**config.mk**
```make
export PLATFORM = sky130hd
export DESIGN_NAME = mips_run_ctrl
export DESIGN_NICKNAME = d
export VERILOG_FILES = /design/src/rtl/mips_ctrl_pkg.sv /design/src/rtl/mips_cycle_ctr.sv /design/src/rtl/mips_run_ctrl.sv
export SDC_FILE = /design/constraint.sdc
export NUM_CORES = 1
export LEC_CHECK = 0
export BUFFER_PORTS_ARGS = -buffer_cell sky130_fd_sc_hd__clkbuf_2
export CAP_MARGIN = 10
export CORE_ASPECT_RATIO = 2
export CORE_MARGIN = 2
export CORE_UTILIZATION = 51
export DETAILED_ROUTE_END_ITERATION = 6
export GPL_TIMING_DRIVEN = 0
export PLACE_DENSITY = 0.81
export SETUP_SLACK_MARGIN = 0.2
export SYNTH_ARGS = -nofsm -noshare
export SYNTH_HDL_FRONTEND = slang
export SYNTH_SLANG_ARGS = --single-unit
```
**constraint.sdc**
```tcl
create_clock -name CLK -period 4.7 [get_ports CLK]
set_clock_uncertainty 0.15 [all_clocks]
set_input_delay 0.235 -clock CLK [delete_from_list [all_inputs] [get_ports CLK]]
set_output_delay 0.235 -clock CLK [all_outputs]
set_load 0.05 [all_outputs]
```
**src/rtl/mips_ctrl_pkg.sv**
```systemverilog
// Shared types and constants for the MIPS run controller.
// Holds the state encoding and the cycle-counter saturation value.
package mips_ctrl_pkg;

   typedef enum logic [2:0] {
      S_IDLE   = 3'd0,
      S_LOAD   = 3'd1,
      S_CRST   = 3'd2,
      S_HALTED = 3'd3,
      S_RUN    = 3'd4,
      S_STEP   = 3'd5
   } state_t;

   localparam logic [31:0] CYC_SAT = 32'hFFFF_FFFF;

endpackage

```
**src/rtl/mips_cycle_ctr.sv**
```systemverilog
// Saturating executed-cycle counter.
// Ports: clk, rst_n (async low), clear, enable -> count[31:0].
module mips_cycle_ctr
   import mips_ctrl_pkg::*;
(
   input  logic        clk,
   input  logic        rst_n,
   input  logic        clear,
   input  logic        enable,
   output logic [31:0] count
);

   always_ff @(posedge clk or negedge rst_n) begin
      if (!rst_n)
         count <= '0;
      else if (clear)
         count <= '0;
      else if (enable && count != CYC_SAT)
         count <= count + 32'd1;
   end

endmodule

```
**src/rtl/mips_run_ctrl.sv**
```systemverilog
// Program-load and run/step/halt controller for a MIPS core.
// Ports: CLK, RST (async low); LOAD_REQ/VALID/DATA/LAST -> LOAD_READY,
// WE, W_Ins; RUN, STEP, HALT_REQ, PC, BP_ADDR -> CORE_RST_N, CORE_CE,
// STATE, CYCLES, BP_HIT. Macro MIPS_RUN_CTRL_BP_EN enables the breakpoint.
module mips_run_ctrl
   import mips_ctrl_pkg::*;
#(
   parameter int RSTHOLD   = 2,
   parameter int MAX_WORDS = 256
) (
   input  logic        CLK,
   input  logic        RST,
   input  logic        LOAD_REQ,
   input  logic        LOAD_VALID,
   input  logic [31:0] LOAD_DATA,
   input  logic        LOAD_LAST,
   output logic        LOAD_READY,
   input  logic        RUN,
   input  logic        STEP,
   input  logic        HALT_REQ,
   input  logic [31:0] PC,
   input  logic [31:0] BP_ADDR,
   output logic        WE,
   output logic [31:0] W_Ins,
   output logic        CORE_RST_N,
   output logic        CORE_CE,
   output logic [2:0]  STATE,
   output logic [31:0] CYCLES,
   output logic        BP_HIT
);

   localparam int WCW = $clog2(MAX_WORDS + 1);
   localparam logic [WCW-1:0] WLAST = WCW'(MAX_WORDS - 1);
   localparam logic [3:0] HLAST = 4'(RSTHOLD - 1);

   state_t         state;
   state_t         state_nx;
   logic [WCW-1:0] wcnt;
   logic [3:0]     hcnt;
   logic           xfer;
   logic           last_word;
   logic           bp_match;
   logic           crst_entry;
   logic           load_entry;
   logic           ce;

   assign xfer       = LOAD_VALID && LOAD_READY;
   assign last_word  = LOAD_LAST || (wcnt == WLAST);
   assign crst_entry = (state_nx == S_CRST) && (state != S_CRST);
   assign load_entry = (state_nx == S_LOAD) && (state != S_LOAD);
   assign STATE      = state;
   assign CORE_CE    = ce;

`ifdef MIPS_RUN_CTRL_BP_EN
   assign bp_match = (PC == BP_ADDR);
`else
   logic unused_bp;
   assign unused_bp = ^{PC, BP_ADDR};
   assign bp_match  = 1'b0;
`endif

   always_ff @(posedge CLK or negedge RST) begin
      if (!RST)
         state <= S_IDLE;
      else
         state <= state_nx;
   end

   always_comb begin
      state_nx = state;
      unique case (state)
         S_IDLE:
            if (LOAD_REQ) state_nx = S_LOAD;
         S_LOAD:
            if (xfer && last_word) state_nx = S_CRST;
         S_CRST:
            if (hcnt == HLAST) state_nx = S_HALTED;
         S_HALTED:
            if (LOAD_REQ)      state_nx = S_LOAD;
            else if (HALT_REQ) state_nx = S_HALTED;
            else if (STEP)     state_nx = S_STEP;
            else if (RUN)      state_nx = S_RUN;
         S_RUN:
            if (HALT_REQ || bp_match) state_nx = S_HALTED;
         S_STEP:
            state_nx = S_HALTED;
         default:
            state_nx = S_IDLE;
      endcase
   end

   // The breakpoint gates the enable in the same cycle; STEP ignores it
   // so the core can be stepped off a breakpoint address.
   always_comb begin
      ce = 1'b0;
      unique case (state)
         S_RUN:   ce = !bp_match;
         S_STEP:  ce = 1'b1;
         default: ce = 1'b0;
      endcase
   end

   always_ff @(posedge CLK or negedge RST) begin
      if (!RST) begin
         wcnt       <= '0;
         hcnt       <= '0;
         LOAD_READY <= 1'b0;
         WE         <= 1'b0;
         W_Ins      <= '0;
         CORE_RST_N <= 1'b0;
      end else begin
         if (load_entry)
            wcnt <= '0;
         else if (xfer)
            wcnt <= wcnt + WCW'(1);
         if (crst_entry)
            hcnt <= '0;
         else if (state == S_CRST)
            hcnt <= hcnt + 4'd1;
         LOAD_READY <= (state_nx == S_LOAD);
         WE         <= xfer;
         if (xfer)
            W_Ins <= LOAD_DATA;
         // Low from reset until the first CRST finishes, then only in CRST.
         if (state_nx == S_CRST)
            CORE_RST_N <= 1'b0;
         else if (state == S_CRST)
            CORE_RST_N <= 1'b1;
      end
   end

`ifdef MIPS_RUN_CTRL_BP_EN
   always_ff @(posedge CLK or negedge RST) begin
      if (!RST)
         BP_HIT <= 1'b0;
      else if (crst_entry)
         BP_HIT <= 1'b0;
      else if (state == S_RUN && bp_match)
         BP_HIT <= 1'b1;
   end
`else
   assign BP_HIT = 1'b0;
`endif

   mips_cycle_ctr u_ctr (
      .clk    (CLK),
      .rst_n  (RST),
      .clear  (crst_entry),
      .enable (ce),
      .count  (CYCLES)
   );

endmodule

```
Yosys cells after proc, flatten, opt, wreduce, memory -nomap -nowiden

Cells that the tools add are included.

Bitwise logic cells: 0
Add/subtract/negate cells: 3
Shifts and indexed selects: 0
Equal/unequal tests: 12
$mul: 0
Multiplexer cells: 18
Divide/modulo/power cells: 0
$lt $le $gt $ge: 0
Reductions and logical operators: 12

Operators by type and width:

| operator                                              | number |
|---|---|
| 2-to-1 mux 32 bit                                     | 2 |
| adder 32 x 1 -> 32 bit, second input constant         | 1 |
| inequality test 32 bit, second input constant         | 1 |
| 2-to-1 mux 3 bit                                      | 8 |
| 2-to-1 mux 9 bit                                      | 2 |
| case mux 3 bit (6 select lines)                       | 1 |
| adder 9 x 1 -> 9 bit, second input constant           | 1 |
| == test 3 x 2 -> 1 bit, second input constant         | 3 |
| == test 9 x 8 -> 1 bit, second input constant         | 1 |
| 2-to-1 mux 4 bit                                      | 2 |
| nonzero test 2 bit                                    | 4 |
| == test 3 x 1 -> 1 bit, second input constant         | 2 |
| == test 3 bit, second input constant                  | 2 |
| logical AND 1 bit                                     | 5 |
| adder 4 x 1 -> 4 bit, second input constant           | 1 |
| == test 4 x 1 -> 1 bit, second input constant         | 1 |
| logical NOT 3 bit                                     | 1 |
| 2-to-1 mux 1 bit                                      | 3 |
| inequality test 3 x 1 -> 1 bit, second input constant | 1 |
| inequality test 3 x 2 -> 1 bit, second input constant | 1 |
| OR reduction 2 bit                                    | 1 |
| logical OR 1 bit                                      | 1 |

Latch bits: 0
Output and inout bits: 72
Memories kept: 0
Bits in read-only memories: 0
Word-level logic and storage cells: 53
RAM bits: 0
Flip-flop bits (word level): 83

Logic depth before layout (Yosys ltp)

Gate-level depths: netlist of the first run.

Depth in word-level cells: 8
Depth in mapped cells: 10
Depth with buffers taken out: 9

Modules after synthesis

From an unflattened synthesis of the first run, not the netlist that was laid out.

Cell total of the unflattened synthesis: 434
Area, all modules: 4098.9 um^2

Modules (own cells, without submodules):

| module         | instances | cells an instance | area an instance (um^2) | seq. area each (um^2) |
|---|---|---|---|---|
| mips_run_ctrl  | 1         | 236               | 2244.7                  | 1276.2 |
| mips_cycle_ctr | 1         | 198               | 1854.3                  | 800.8 |

Worst setup path before layout of the first run

OpenSTA, ideal clock, no wires.

Path kind: flip-flop to flip-flop
From: register u_ctr.count[13]
To: register u_ctr.count[2]
Required time: 4.464 ns
Path slack: 2.092 ns
Setup time: 0.086 ns
Arrival: 2.373 ns
Buffers on the path: 0
Stages on the path, launching flop included: 6
Period minus slack after synthesis: 2.608 ns
Cell sequence: dfrtp_1 -> nand4_2 -> or4_4 -> or4_1 -> nand3_1 -> mux2i_1

Cells in the longest elaborated chain, start to end: 3

RTL lines:

| what                         | RTL line             | text |
|---|---|---|
| from (decl)                  | mips_cycle_ctr.sv:10 | `output logic [31:0] count` |
| from (signal assigned)       | mips_cycle_ctr.sv:19 | `count <= count + 32'd1;` |
| inequality test 32 bit       | mips_cycle_ctr.sv:18 | `else if (enable && count != CYC_SAT)` |
| logical AND 1 bit            | mips_cycle_ctr.sv:18 |  |
| nonzero test 2 bit (no line) | n/a                  |  |

No other way between the ends.
A chain may end at the register's enable or synchronous reset.

Worst setup path after layout of the first run

From: register wcnt[2]
To: register wcnt[1]

Cells in the longest elaborated chain, start to end: 8
Elaborated cells between the ends (all ways): 9

RTL lines:

| what                                                          | RTL line             | text |
|---|---|---|
| from (decl)                                                   | mips_run_ctrl.sv:38  | `logic [WCW-1:0] wcnt;` |
| from (signal assigned)                                        | mips_run_ctrl.sv:115 | `wcnt <= wcnt + WCW'(1);` |
| == test 9 x 8 -> 1 bit *                                      | mips_run_ctrl.sv:48  | `assign last_word = LOAD_LAST \|\| (wcnt == WLAST);` |
| logical OR 1 bit *                                            | mips_run_ctrl.sv:48  |  |
| logical AND 1 bit *                                           | mips_run_ctrl.sv:75  | `if (xfer && last_word) state_nx = S_CRST;` |
| 2-to-1 mux 3 bit *                                            | mips_run_ctrl.sv:75  |  |
| case mux 3 bit (6 select lines) *                             | mips_run_ctrl.sv:71  | `unique case (state)` |
| via state_nx[1]                                               | mips_run_ctrl.sv:37  | `state_t state_nx;` |
| == test 3 x 1 -> 1 bit *                                      | mips_run_ctrl.sv:50  | `assign load_entry = (state_nx == S_LOAD) && (state != S_LOAD);` |
| logical AND 1 bit *                                           | mips_run_ctrl.sv:50  |  |
| 2-to-1 mux 9 bit / nonzero test 2 bit (equally long branches) | n/a                  |  |

Mark *: on every way through the listed nets, which the timed path passes. The rest lies on a longest branch.

==> results of run 1 <==
-- logic make-up (layout without fill, tap and decap cells) --
kind of cell	after synthesis	after routing
and+or+nand+nor	140	140
AOI/OAI and AO/OA	59	59
DFF	83	83
other	1	1
xor gates and xnor gates	14	14
muxes	36	36
buffers and inverters	25	185
adders and majority gates	5	5
-- metal layers --
layer,GRT usage,vias up
li1,-,1665
met4,0.136,0
met2,0.493,167
met3,0.0773,34
met5,0,-
met1,0.280,1801
-- how the worst max path moves through the flow --
| stage | slack, ns | start | to | depth (start not counted) |
|---|---|---|---|---|
| 4_1_cts | 1.69 | wcnt[2] | wcnt[8] | 10 |
| 2_1_floorplan | 2.09 | u_ctr.count[13] | u_ctr.count[2] | 5 |
| 3_3_place_gp | 1.62 | wcnt[2] | u_ctr.count[16] | 8 |
| 6_report | 1.66 | wcnt[2] | wcnt[1] | 10 |
| 5_1_grt | 1.44 | wcnt[0] | wcnt[1] | 10 |
| 3_5_place_dp | 1.73 | wcnt[2] | wcnt[8] | 10 |
-- flip-flops by register name (all words and copies together) (netlist names) --
| register | count |
|---|---|
| W_Ins | 32 |
| CORE_RST_N | 1 |
| u_ctr.count | 32 |
| wcnt | 9 |
| STATE | 3 |
| hcnt | 4 |
| WE | 1 |
| LOAD_READY | 1 |
-- Yosys cell counts, types with 3 or more instances --
library cell and number:
sky130_fd_sc_hd__or4_1 9, sky130_fd_sc_hd__a211oi_1 4, sky130_fd_sc_hd__or3_1 7, sky130_fd_sc_hd__nand2b_1 5
sky130_fd_sc_hd__clkbuf_1 10, sky130_fd_sc_hd__xor2_1 10, sky130_fd_sc_hd__ha_1 5, sky130_fd_sc_hd__inv_1 9
sky130_fd_sc_hd__nand2_1 24, sky130_fd_sc_hd__and4_1 3, sky130_fd_sc_hd__dfrtp_1 83, sky130_fd_sc_hd__mux2_2 32
sky130_fd_sc_hd__mux2i_1 4, sky130_fd_sc_hd__nand4_1 16, sky130_fd_sc_hd__and3_1 9, sky130_fd_sc_hd__nand3_1 15
sky130_fd_sc_hd__nor3_1 7, sky130_fd_sc_hd__o211ai_1 8, sky130_fd_sc_hd__xnor2_1 4, sky130_fd_sc_hd__nor2_1 26
sky130_fd_sc_hd__o31ai_1 7, sky130_fd_sc_hd__o21ai_0 8, sky130_fd_sc_hd__nor4_4 3, sky130_fd_sc_hd__a21oi_1 15
-- layout make-up --
class                   count  area [um^2]  share of cell area
plain buffers              16         80.1              0.0149
clock buffers              11          243              0.0451
clock inverters             5          100              0.0186
inverters                   9         33.8             0.00628
multi-input cells         255         1820               0.338
flip-flops and latches     83         2080               0.386
well taps                  94          118              0.0219
repair buffers            144          908               0.169
-- power groups by stage --
stage | registers, mW | clock network [mW] | logic [mW]
floorplan | 2.14 | 0 | 0.455
global placement | 1.27 | 0 | 1.75
detailed placement | 1.29 | 0 | 1.79
CTS | 1.28 | 0.823 | 1.82
global route | 1.33 | 0.859 | 1.91
finish | 1.29 | 0.814 | 1.82
-- per-stage QoR --
step                      instance area, um^2  hold WS (ns)  std cells  total power, mW
after CTS                                5380       0.00548        617             3.92
after floorplan                          4010        -0.211        363             2.60
final                                    5380       0.00131        617             3.93
after detailed placement                 4710        0.0694        569             3.08
after global routing                     5380       0.00110        617             4.10
after global placement                   4680         0.317        567             3.01
-- repair_timing --
item / in CTS / in global routing
buffers inserted: 0 / 0
gates resized for setup: 0 / 0
hold endpoints to repair: 58 / 0
hold buffers: 32 / 0
==> run metrics, run 1 <==
result of the run=complete, no violations; total power density per cell area=730 nW/um^2; worst-path fanout max=9; commonest cells after routing, fill and taps aside=109 x sky130_fd_sc_hd__clkbuf_2, 83 x sky130_fd_sc_hd__dfrtp_1, 32 x sky130_fd_sc_hd__mux2_2, 32 x sky130_fd_sc_hd__dlygate4sd3_1, 26 x sky130_fd_sc_hd__nor2_1; clock-pin slew on the worst setup and hold paths=0.06 ns; Buf+Inv Stages, Crit Path=1; initial antenna violation count=0; min cycle time layout=3.04 ns; met3 wire length=727 um; most area-consuming cells after synthesis=sky130_fd_sc_hd__dfrtp_1 52%, sky130_fd_sc_hd__mux2_2 9.0%, sky130_fd_sc_hd__nand4_1 2.5%; proportion of layout cells with a drive suffix above 1=0.335; worst vdd ir=0.558 mV; die outline area=8630 um^2; number of cells produced by synthesis=363; data required time of the critical path=4.74 ns; gr usage total=0.274; largest net degree at the start of global routing=57; Worst Tran Pin Value=0.820 ns; wire length of the first global-routing pass=17800 um; drt drc=0; vias in the first global route=3796; post-synthesis share of cell area spent on and, or, nand and nor gates=0.207; signed area change from the synthesized netlist to the final layout=34.2%; number of synthesized register bits=83; main combinational cell family by area after synthesis=simple AND/OR/NAND/NOR gates; per-instance average area after synthesis=11.0 um^2; startpoint of the lowest-slack hold path=LOAD_DATA[16]; core utilization of the finished layout=0.707; number of buffer cells added on primary ports=110; 1st-pass router iterations=4; DRT iter0 DRCs=316; detailed-route vias per instance=5.94; cts bufs inserted=9; number of warning messages in the yosys log=0; internal power=2.01 mW; worst setup path category=reg2reg; initial core utilization=0.527; Hold Fails Final Rpt=0; part of the total power dissipated in the clock network=0.207; total I/O pin count=176; global-route congestion overflow total=0; Core Region=7600 um^2; Total Nets Final=627; vertical die dimension=129 um; crit-path cells=and3_1, nand3_1, nor2_1, ha_1, o211ai_1, or3_1, clkbuf_1, nand4_1, nor4_4, a21oi_1; Synth Area in Adders=0.0156; Slew Limit Fails=0; Final setup viols=0; xor-xnor portion of the synthesized cell area=0.0306; sequential share of power=0.330; type of element capturing the critical path=register; count of flip-flops with a built-in enable after synthesis=0; Clock Root Buffer=sky130_fd_sc_hd__clkbuf_16; fraction of power spent switching nets=0.487; share of Yosys cell area claimed by the top area cell type=0.518; Largest delay share family, worst path=simple AND/OR/NAND/NOR gates; deepest level of the CTS H-tree=3; number of distinct library cells after synthesis=56; Max-Slew Margin vs Limit=0.448; max capacitance violation total=0; setup slack on the worst flop-to-flop path=1.66 ns; maximum clock frequency=329 MHz; cell accounting for the most synthesized area=sky130_fd_sc_hd__dfrtp_1; Total Routed Length=11200 um; CTS tree=yes; hold endpoint=W_Ins[16]; Rows=45; Setup Total Neg Slack=0 ns; setup repair after global routing missed its margin=no; Worst path max stage delay=0.61 ns; arrival time reported for the critical path endpoint=3.08 ns; Hold Crit Depth=2; dpl hpwl=7700 um; Post-Synthesis Net Count=472; filler cell count=540; Async SR Flop Fraction=1.00; kind of path behind the tightest hold check=in2reg; floorplan die width=66.7 um; Switching Power=1.91 mW; Combinational Power Share=0.463; r2r startpoint=wcnt[2]; count of vias placed by the detailed router=3667; antenna diode instance count=0; most common flop cell mapped by yosys=sky130_fd_sc_hd__dfrtp_1; GPL Wtd Cong=0.905; average wire per cell in the routed design=18.2 um; minimum setup slack in the final design=1.66 ns; sequential area share after synthesis=0.518; startpoint kind of the worst setup timing path=register; source-to-sink clock delay at the later pin of the worst-skew pair=0.34 ns; slowest stage cell on the critical path=sky130_fd_sc_hd__nor4_4; share of synthesized area spent on multiplexers=0.0999; fraction of the cycle the final worst path needs=0.647; CTS max path bufs=2; top layer used by detailed routing=met4; Static Leakage=2.51 nW; clock sink count=83; post-synthesis compound-gate area fraction=0.0990; ANT nets after route=0; most common library cell in the layout ignoring fill and taps=sky130_fd_sc_hd__clkbuf_2; routed length on met2=6080 um; worst setup slack after placement=1.73 ns; Mapped Area=4010 um^2; Worst Reg2Reg Path Length in Cells=10; wire length on met1=3970 um; worst reg2reg path endpoint=wcnt[1]
Power figures use the tool's default switching activity.
==> run 2, diff against run 1 <==
- CORE_UTILIZATION: 51 -> 48
- PLACE_DENSITY: 0.81 -> 0.77
- clock period: 4.7 -> 3.1 ns (I/O delays scaled with it)
==> run metrics, run 2 (synthesis gave the netlist of run 1 again) <==
result of the run=complete, no violations (unchanged); post-layout total power=5.87 mW (was 3.93 mW); source-to-sink clock delay at the later pin of the worst-skew pair=0.34 ns (about the same); Core Region=8170 um^2 (was 7600 um^2); total I/O pin count=176 (unchanged); kind of path behind the tightest hold check=in2reg (unchanged); CTS max path bufs=2 (unchanged); 1st-pass router iterations=4 (unchanged); met3 wire length=652 um (was 727 um); DRT iter0 DRCs=220 (was 316); count of vias placed by the detailed router=3594 (was 3667); Setup Total Neg Slack=0 ns (unchanged); CTS tree=yes (unchanged); Worst Tran Pin Value=0.724 ns (was 0.820 ns); Non-Filler Instances=626 (was 617); arrival time reported for the critical path endpoint=2.83 ns (was 3.08 ns); min cycle time layout=2.74 ns (was 3.04 ns); clock-pin slew on the worst setup and hold paths=0.06 ns (about the same); wire length on met1=3820 um (was 3970 um); maximum clock frequency=365 MHz (was 329 MHz); initial antenna violation count=0 (unchanged); worst-path fanout max=9 (unchanged); Clock Root Buffer=sky130_fd_sc_hd__clkbuf_16 (unchanged); floorplan die width=68.6 um (was 66.7 um); vias in the first global route=3595 (was 3796); die outline area=9140 um^2 (was 8630 um^2); cts bufs inserted=9 (unchanged); Total Routed Length=10900 um (was 11200 um); registers with the highest flip-flop counts=W_Ins (32), u_ctr.count (32), wcnt (9) (unchanged); detailed-route vias per instance=5.74 (was 5.94); Total Nets Final=632 (was 627); Max-Slew Margin vs Limit=0.515 (was 0.448); worst setup path category=reg2reg (unchanged); vertical die dimension=133 um (was 129 um); data required time of the critical path=3.20 ns (was 4.74 ns); proportion of layout cells with a drive suffix above 1=0.343 (was 0.335); Final setup viols=0 (unchanged); clock sink count=83 (unchanged); routed length on met2=6060 um (was 6080 um); Rows=47 (was 45); gr usage total=0.255 (was 0.274); Slew Limit Fails=0 (unchanged); largest net degree at the start of global routing=44 (was 57); antenna diode instance count=0 (unchanged); Static Leakage=2.53 nW (was 2.51 nW); top layer used by detailed routing=met4 (unchanged); DP Cell Count=573 (was 569); max capacitance violation total=0 (unchanged); GPL Wtd Cong=0.843 (was 0.905); most common library cell in the layout ignoring fill and taps=sky130_fd_sc_hd__clkbuf_2 (unchanged); filler cell count=637 (was 540); Hold Fails Final Rpt=0 (unchanged); total power density per cell area=1090 nW/um^2 (was 730 nW/um^2); number of buffer cells added on primary ports=110 (unchanged); initial core utilization=0.490 (was 0.527); drt drc=0 (unchanged); dpl hpwl=7720 um (was 7700 um); worst vdd ir=0.975 mV (was 0.558 mV); wire length of the first global-routing pass=17500 um (was 17800 um); fraction of the cycle the final worst path needs=0.883 (was 0.647); average wire per cell in the routed design=17.4 um (was 18.2 um); deepest level of the CTS H-tree=3 (unchanged); signed area change from the synthesized netlist to the final layout=34.9% (was 34.2%); commonest cells after routing, fill and taps aside=110 x sky130_fd_sc_hd__clkbuf_2, 83 x sky130_fd_sc_hd__dfrtp_1, 34 x sky130_fd_sc_hd__dlygate4sd3_1, 32 x sky130_fd_sc_hd__mux2_2, 26 x sky130_fd_sc_hd__nor2_1 (was 109 x sky130_fd_sc_hd__clkbuf_2, 83 x sky130_fd_sc_hd__dfrtp_1, 32 x sky130_fd_sc_hd__mux2_2, 32 x sky130_fd_sc_hd__dlygate4sd3_1, 26 x sky130_fd_sc_hd__nor2_1); type of element capturing the critical path=register (unchanged); startpoint kind of the worst setup timing path=register (unchanged); ANT nets after route=0 (unchanged); setup repair after global routing missed its margin=no (unchanged); global-route congestion overflow total=0 (unchanged)
run 2: area by class of cell:
class                           instances  area, um^2  share of cell area
Inverter                                9        33.8             0.00625
Buffer                                 16        81.3              0.0150
Timing Repair Buffer                  149         943               0.174
Tap cell                               98         123              0.0227
Clock buffer                           11         253              0.0467
Sequential cell                        83        2080               0.384
Multi-Input combinational cell        255        1820               0.337
Clock inverter                          5        75.1              0.0139
run 2: metal layers:
layer,up-vias,global-route usage
li1,1668,-
met1,1771,0.272
met2,133,0.445
met3,22,0.0667
met4,0,0.118
met5,-,0
run 2: path summary, 6_finish.rpt:
check	from	slack, ns	endpoint	cells after the start
min reg2reg	W_Ins[5]	0.36	W_Ins[5]	1
max reg2reg	wcnt[2]	0.36	wcnt[8]	10
max in group asynchronous	RST	1.93	W_Ins[25]	3
min	STEP	0.14	STATE[0]	4
min in group asynchronous	RST	0.24	u_ctr.count[28]	2
max	wcnt[2]	0.36	wcnt[8]	10
run 2: stage by stage:
| step | hold slack, ns | worst slack, ns | cell area (um^2) | utilization |
|---|---|---|---|---|
| after floorplan | -0.291 | 0.492 | 4010 | - |
| after global placement | 0.237 | 0.0132 | 4680 | 0.573 |
| after detailed placement | 0.0798 | 0.123 | 4710 | 0.576 |
| after CTS | 0.132 | 0.209 | 5390 | 0.659 |
| after global routing | 0.161 | 0.180 | 5410 | 0.662 |
| final | 0.137 | 0.362 | 5410 | 0.662 |
run 2: critical path: stages, from the launching register on:
cell,delay [ns]
sky130_fd_sc_hd__dfrtp_1,0.40
sky130_fd_sc_hd__and3_1,0.22
sky130_fd_sc_hd__nand3_1,0.11
sky130_fd_sc_hd__nor2_1,0.14
sky130_fd_sc_hd__ha_1,0.16
sky130_fd_sc_hd__o211ai_1,0.14
sky130_fd_sc_hd__o22a_1,0.24
sky130_fd_sc_hd__a211oi_1,0.64
sky130_fd_sc_hd__nor4_4,0.07
sky130_fd_sc_hd__buf_4,0.19
sky130_fd_sc_hd__a211oi_1,0.20
run 2: what timing repair did:
| action | in CTS | in global routing |
|---|---|---|
| buffers inserted | 1 | 2 |
| resized for setup | 0 | 3 |
| hold buffers | 34 | 0 |
| setup endpoints to repair | 9 | 29 |
| pin swaps | 1 | 2 |
| endpoints found under the hold margin | 73 | 0 |
run 2: where the power goes:
part | internal, mW | leakage, nW | switching (mW)
clock network | 0.745 | 0.165 | 0.417
registers | 1.52 | 1.06 | 0.426
logic | 0.742 | 1.31 | 2.02
total | 3.01 | 2.53 | 2.86
